`src/rtl/urv_lsu.sv`:
```
// urv_lsu: load/store unit with in-order load metadata FIFO and writeback align.
// Optional misalignment trap: define URV_LSU_MISALIGN_TRAP_EN.
module urv_lsu #(
    parameter int ADDR_WIDTH  = 32,
    parameter int OUTSTANDING = 2,
    parameter int TAG_WIDTH   = 5
) (
    input  logic                  clk_i,
    input  logic                  rst_i,
    input  logic                  x_req_valid_i,
    output logic                  x_req_ready_o,
    input  logic                  x_kill_i,
    input  logic                  x_is_load_i,
    input  logic                  x_is_store_i,
    input  logic [2:0]            x_fun_i,
    input  logic [ADDR_WIDTH-1:0] x_addr_i,
    input  logic [31:0]           x_data_i,
    input  logic [TAG_WIDTH-1:0]  x_rd_i,
    output logic                  x_misaligned_o,
    output logic [ADDR_WIDTH-1:0] dm_addr_o,
    output logic [31:0]           dm_data_s_o,
    output logic [3:0]            dm_data_select_o,
    output logic                  dm_load_o,
    output logic                  dm_store_o,
    input  logic                  dm_ready_i,
    input  logic                  dm_load_done_i,
    input  logic [31:0]           dm_data_l_i,
    output logic                  w_valid_o,
    output logic [TAG_WIDTH-1:0]  w_rd_o,
    output logic [31:0]           w_rd_value_o,
    output logic                  busy_o,
    output logic                  err_o
);

    localparam int PW = (OUTSTANDING > 1) ? $clog2(OUTSTANDING) : 1;
    localparam int CW = $clog2(OUTSTANDING + 1);

    typedef struct packed {
        logic [TAG_WIDTH-1:0] rd;
        logic [2:0]           fun;
        logic [1:0]           lo;
    } meta_t;

    meta_t          fifo_q [OUTSTANDING];
    logic [PW-1:0]  wptr;
    logic [PW-1:0]  rptr;
    logic [CW-1:0]  count;
    logic           full;
    logic           empty;
    logic           trap;
    logic           fire;
    logic           push;
    logic           pop;
    logic           is_b;
    logic           is_h;
    logic           is_w;
    meta_t          head;
    logic [7:0]     lb;
    logic [15:0]    lh;
    logic [31:0]    ld_val;

    function automatic logic [PW-1:0] ptr_inc(input logic [PW-1:0] p);
        return (p == PW'(OUTSTANDING - 1)) ? '0 : p + PW'(1);
    endfunction

    // Unsigned variants share the access size of their signed twins.
    assign is_b = (x_fun_i == 3'b000) | (x_fun_i == 3'b100);
    assign is_h = (x_fun_i == 3'b001) | (x_fun_i == 3'b101);
    assign is_w = !is_b & !is_h;

`ifdef URV_LSU_MISALIGN_TRAP_EN
    assign x_misaligned_o = x_req_valid_i & (x_is_load_i | x_is_store_i) &
                            ((is_h & x_addr_i[0]) |
                             (is_w & (x_addr_i[1:0] != 2'b00)));
`else
    assign x_misaligned_o = 1'b0;
`endif
    assign trap = x_misaligned_o;

    assign full  = (count == CW'(OUTSTANDING));
    assign empty = (count == '0);
    assign busy_o = !empty;

    assign x_req_ready_o = dm_ready_i & (!x_is_load_i | !full | dm_load_done_i);
    assign fire = x_req_valid_i & !x_kill_i & x_req_ready_o & !trap;
    assign dm_load_o  = fire & x_is_load_i;
    assign dm_store_o = fire & x_is_store_i;
    assign push = dm_load_o;
    assign pop  = dm_load_done_i & !empty;

    assign dm_addr_o = {x_addr_i[ADDR_WIDTH-1:2], 2'b00};

    always_comb begin
        dm_data_s_o      = x_data_i;
        dm_data_select_o = 4'b1111;
        unique case (1'b1)
            is_b: begin
                dm_data_s_o      = {4{x_data_i[7:0]}};
                dm_data_select_o = 4'b0001 << x_addr_i[1:0];
            end
            is_h: begin
                dm_data_s_o      = {2{x_data_i[15:0]}};
                dm_data_select_o = x_addr_i[1] ? 4'b1100 : 4'b0011;
            end
            default: ;
        endcase
    end

    assign head = fifo_q[rptr];
    assign lb   = dm_data_l_i[{head.lo, 3'b000} +: 8];
    assign lh   = head.lo[1] ? dm_data_l_i[31:16] : dm_data_l_i[15:0];

    always_comb begin
        ld_val = dm_data_l_i;
        case (head.fun)
            3'b000:  ld_val = {{24{lb[7]}}, lb};
            3'b001:  ld_val = {{16{lh[15]}}, lh};
            3'b100:  ld_val = {24'h0, lb};
            3'b101:  ld_val = {16'h0, lh};
            default: ld_val = dm_data_l_i;
        endcase
    end

    always_ff @(posedge clk_i) begin
        if (push) begin
            fifo_q[wptr] <= '{rd: x_rd_i, fun: x_fun_i, lo: x_addr_i[1:0]};
        end
    end

    always_ff @(posedge clk_i) begin
        if (rst_i) begin
            wptr         <= '0;
            rptr         <= '0;
            count        <= '0;
            w_valid_o    <= 1'b0;
            w_rd_o       <= '0;
            w_rd_value_o <= '0;
            err_o        <= 1'b0;
        end else begin
            if (push) begin
                wptr <= ptr_inc(wptr);
            end
            if (pop) begin
                rptr <= ptr_inc(rptr);
            end
            case ({push, pop})
                2'b10:   count <= count + CW'(1);
                2'b01:   count <= count - CW'(1);
                default: ;
            endcase
            w_valid_o <= pop;
            if (pop) begin
                w_rd_o       <= head.rd;
                w_rd_value_o <= ld_val;
            end
            // A response with nothing in flight is a protocol error.
            if (dm_load_done_i & empty) begin
                err_o <= 1'b1;
            end
        end
    end

endmodule

```
`config.mk`:
```
export PLATFORM = sky130hd
export DESIGN_NAME = urv_lsu
export DESIGN_NICKNAME = d
export VERILOG_FILES = /design/src/rtl/urv_lsu.sv
export SDC_FILE = /design/constraint.sdc
export NUM_CORES = 1
export LEC_CHECK = 0
export ABC_AREA = 1
export CORE_MARGIN = 2
export CORE_UTILIZATION = 42
export CTS_CLUSTER_SIZE = 30
export DETAILED_ROUTE_END_ITERATION = 12
export PLACE_DENSITY = 0.84
export SLEW_MARGIN = 20
export SYNTH_ARGS = -nofsm -noshare
export SYNTH_HDL_FRONTEND = slang
export SYNTH_SLANG_ARGS = --single-unit
```
`constraint.sdc`:
```
create_clock -name clk_i -period 5.27 [get_ports clk_i]
set_input_delay 1.581 -clock clk_i [delete_from_list [all_inputs] [get_ports clk_i]]
set_output_delay 1.581 -clock clk_i [all_outputs]
set_load 0.005 [all_outputs]
```
**Word level (Yosys, flattened, before mapping)**

Memory sizes are Yosys's and may differ from the RTL's. A register that Yosys moved wholly into a read port is not among the register bits.
Cells that the tools add are included.

- Bits in latches: 0
- Bits in registers: 43
- RAM bits: 20
- Memories: 1
- ROM bits: 0

Memory list:

| memory | depth | width | rd ports | clocked after memory_dff | write ports | line | source |
|---|---|---|---|---|---|---|---|
| fifo_q | 2 | 10 | 1 | 1 | 1 | 44 | `meta_t fifo_q [OUTSTANDING];` |

- Shifts and indexed selects: 2
- Equality and inequality tests: 9
- Multiplexer cells: 12
- Reduce and logical (&&, ||, !) cells: 8
- Divide/modulo/power cells: 0
- $add $sub $neg: 4
- Multiply operators: 0
- Bitwise operators: 11
- $lt $le $gt $ge: 0

Operators by type and width:

| operator | count |
|---|---|
| one-hot mux 32 bit (4 select lines) | 1 |
| one-hot mux 32 bit (2 select lines) | 1 |
| variable part select 32 x 6 -> 8 bit | 1 |
| two-way mux 16 bit | 1 |
| equality test 3 bit, second input constant | 4 |
| one-hot mux 4 bit (2 select lines) | 1 |
| AND 1 bit | 7 |
| equality test 3 x 1 -> 1 bit, second input constant | 2 |
| logical NOT 3 bit | 2 |
| two-way mux 1 bit | 6 |
| equality test 2 bit, second input constant | 2 |
| logical NOT 1 bit | 4 |
| two-way mux 4 bit | 1 |
| bitwise OR 1 bit | 4 |
| one-hot mux 2 bit (2 select lines) | 1 |
| left shift 1 x 2 -> 4 bit, first input constant | 1 |
| adder 1 bit, second input constant | 2 |
| adder 2 x 1 -> 2 bit, second input constant | 1 |
| equality test 2 x 1 -> 1 bit, second input constant | 1 |
| logical NOT 2 bit | 1 |
| nonzero test 2 bit | 1 |
| subtractor 2 x 1 -> 2 bit, second input constant | 1 |

**Longest topological paths before layout**

- Word-level depth: 9
- Gate-level depth with buffers: 13

**Worst setup path before layout**

Ideal clock, no wire load.

- Kind: input to output
- From: input x_fun_i[1]
- To: output dm_data_s_o[28]
- Setup slack: 1.511 ns
- Required time: 3.689 ns
- Stages on the path: 4
- Path buffers: 1
- Data arrival time: 2.178 ns
- Path through: nor2_1 > clkbuf_1 > nand2_1 > o211ai_1

- Cells in the longest elaborated chain, start to end: 3
- Elaborated cells between the ends (all ways): 7

Ends and longest elaborated chain:

| what | line | source |
|---|---|---|
| start: declaration | 15 | `input logic [2:0] x_fun_i,` |
| equality test 3 x 1 -> 1 bit, or another cell as far along | 68 | `assign is_h = (x_fun_i == 3'b001) \| (x_fun_i == 3'b101);` |
| bitwise OR 1 bit, on equally long branches | 68, 67 |  |
| one-hot mux 32 bit (2 select lines) (*) | 96 | `unique case (1'b1)` |
| end: declaration | 21 | `output logic [31:0] dm_data_s_o,` |

Every way passes the cells marked *; elsewhere a longest branch is shown, timed or not.

**Final worst setup path**

- From: input x_fun_i[0]
- To: output dm_data_s_o[30]

Same word-level chain as after synthesis.

==> impl_metrics.toml <==
[outcome]
status = "completed"

[placed_design]
port_buffers = 160
place_congestion = 0.895
dp_hpwl_um = 9250
dp_slack_ns = 0.382
placed_area_um2 = 5290

[routing]
vias = 4015
viasPerCell = 5.02
ant_nets = 0
drt_iter0_drc = 159
firstDrtPassIters = 5
wirelength_um = 12100
wl_per_cell_um = 15.1
drc = 0

[clock_network]
cts_buffer_depth = 2
insertion_delay_ns = 0.36
cts_max_level = 3
cts-hold-fix-buffers = 0
cts_tree = "yes"
cts_setup_buffers = 0
clockRootBuffer = "clkbuf_8"
cts_made_buffers = 9
cts_sinks = 64
clk_pin_slew_worst_paths_ns = 0.08
cts_resized = 0

[worst_hold_path]
whs_path_depth = 2
hp-class = "flip-flop to flip-flop"
hold_start = "wptr$_SDFFE_PP0P_"
whs_endpoint = "wptr$_SDFFE_PP0P_"

[timing]
skew_ns = 0.0123
hold_violations = 0
min_period_over_period_pct = 92.9
fin_ws_ns = 0.375
worst_pin_slew_ns = 0.934
fin_crit_ns = 4.89
setup_viol = 0
fin_setup_tns_ns = 0
finalMaxSlewViolations = 0
relSlewSlack_pct = 37.3
fmax_mhz = 204
rsz0062_at_grt = "false"

[power_and_ir_drop]
cellLeakagePower_nw = 2.53
vdd_drop_max_v = 0.000112
powerDensity_nw_per_um2 = 241

[setup_path]
critPathCaptureType = "primary output"
path_depth = 6
r2r_cells = 9
cp.required_ns = 3.69
path_class = "input pin to primary output"
r2r-end = "w_rd_value_o[17]$_SDFFE_PP0P_"
cp.arrival_ns = 3.31
path_delay_family = "buffers and inverters"
crit_fanout = 10
r2r_slack_ns = 2.97
cpMaxStageDelayCell = "clkdlybuf4s50_1"
cp_num_buf_inv = 3
path_cells = "clkdlybuf4s50_1 > nand2_1 > inv_1 > nand2_1 > nand3_1 > clkdlybuf4s50_1"
cp-start-kind = "input pin"
slowest_delay_ns = 0.71

[layout]
area_delta_synth_final_pct = 38.3
seq_area_um2 = 1480
diodes = 0
utilization_pct = 59.4
drive_gt1_share_pct = 7.40
fin_nets = 797
fillers = 831
multi_input_area_um2 = 1740
stdcell_area_um2 = 5460

[global_route]
gr-total-overflow = 0
first_global_vias = 4046
grt_usage_pct = 23.6
grt_first_pass_wirelength_um = 18700
antenna_found_initial = 0
grt_max_degree = 78

[synthesis]
yosysTopAreaCellShare_pct = 22.3
syn_avg_cell_area_um2 = 6.92
synth_top_area_cell = "dfxtp_1"
synth_seq_cells = 64
syn_area_um2 = 3950
seq_area_frac_synth_pct = 37.5
synth_ff_type = "dfxtp_1"
async_flop_share_pct = 0
synth_cells = 571
yosysWarnings = 0
synth_edf_count = 20
yosys-top-cells-area = "dfxtp_1 22%, nand2_1 15%, edfxtp_1 15%, buf_4 7.8%, o21ai_0 7.5%"
yosysMostFrequentCell = "nand2_1"
ys_types = 35
netlist_top_cells_count = "163 x nand2_1, 74 x inv_1, 59 x o21ai_0, 44 x dfxtp_1, 41 x buf_4"

[die]
rows = 35
ios = 224
coreArea_um2 = 9200
start_util_pct = 43.0
die_w_um = 101
dieArea_um2 = 10200
die_h_um = 101

[job]
cap_violations = 0
-- power breakdown --
group          switching [mW]  internal [mW]  total (mW)
sequential             0.0197          0.540       0.560
clock                   0.207          0.170       0.377
combinational           0.181          0.197       0.378
total                   0.408          0.907        1.31
-- layout by cell type (no fill, tap or decap), types with 3 or more instances in the layout --
cell type | netlist | final
o21ai_0 | 59 | 59
nand2_1 | 163 | 163
nand3_1 | 32 | 32
edfxtp_1 | 20 | 20
clkdlybuf4s50_1 | 0 | 160
buf_4 | 41 | 6
clkbuf_8 | 0 | 9
dfxtp_1 | 44 | 44
inv_1 | 74 | 74
nand2_4 | 3 | 3
o21ai_2 | 11 | 11
nor2_1 | 40 | 40
nand2_2 | 7 | 7
o211ai_1 | 4 | 4
a31oi_1 | 6 | 6
conb_1 | 1 | 3
a21oi_1 | 22 | 22
-- final cells by class --
type	count	area share (%)
clock buffers	9	2.27
clock inverters	7	0.847
inverters	76	5.27
multi-input cells	367	31.8
flip-flops and latches	64	27.1
well taps	111	2.54
repair buffers	166	30.1
-- per-layer routing --
layer	global-route usage (%)	share of wire, %	vias to the layer above
met4	7.90	2.4	0
li1	-	-	1983
met2	41.7	48	184
met3	9.02	10	35
met1	26.0	40	1813
met5	0	0	-
-- cell families (layout without fill, tap and decap cells) --
kind of cell | Yosys count | in the layout | share of synthesized area [%]
AO/OA/AOI/OAI | 105 | 105 | 14.9
adder cells (fa/ha/maj) | 1 | 1 | 0.317
other | 1 | 3 | 0.0949
buffers and inverters | 142 | 258 | 18.9
flip-flops | 64 | 64 | 37.5
AND/OR/NAND/NOR | 258 | 258 | 28.3
-- sequential cells by signal, indices dropped and copies added (netlist names), named ones only --
name          count
w_rd_value_o     32
count             2
err_o             1
w_rd_o            5
rptr              1
fifo_q           20
w_valid_o         1
wptr              1
-- worst min-delay path: stages (launching register included) --
cell,delay (ns)
dfxtp_1,0.34
inv_1,0.06
a21oi_1,0.05
-- worst max-delay path by stage --
| stage | start | endpoint |
|---|---|---|
| after detailed placement | x_fun_i[0] | dm_data_s_o[30] |
| after global placement | x_fun_i[0] | dm_data_s_o[30] |
| after global routing | x_fun_i[0] | dm_data_s_o[30] |
| final | x_fun_i[0] | dm_data_s_o[30] |
| after floorplan | x_fun_i[1] | dm_data_s_o[28] |
| after CTS | x_fun_i[0] | dm_data_s_o[30] |
-- per-stage QoR --
step | instances | power, mW | hold WS, ns
2_1_floorplan | 573 | 0.773 | 0.426
3_3_place_gp | 784 | 0.939 | 0.434
3_5_place_dp | 784 | 0.946 | 0.460
4_1_cts | 800 | 1.32 | 0.473
5_1_grt | 800 | 1.38 | 0.492
6_report | 800 | 1.31 | 0.479
No activity file was read; power rests on OpenSTA's default activity.
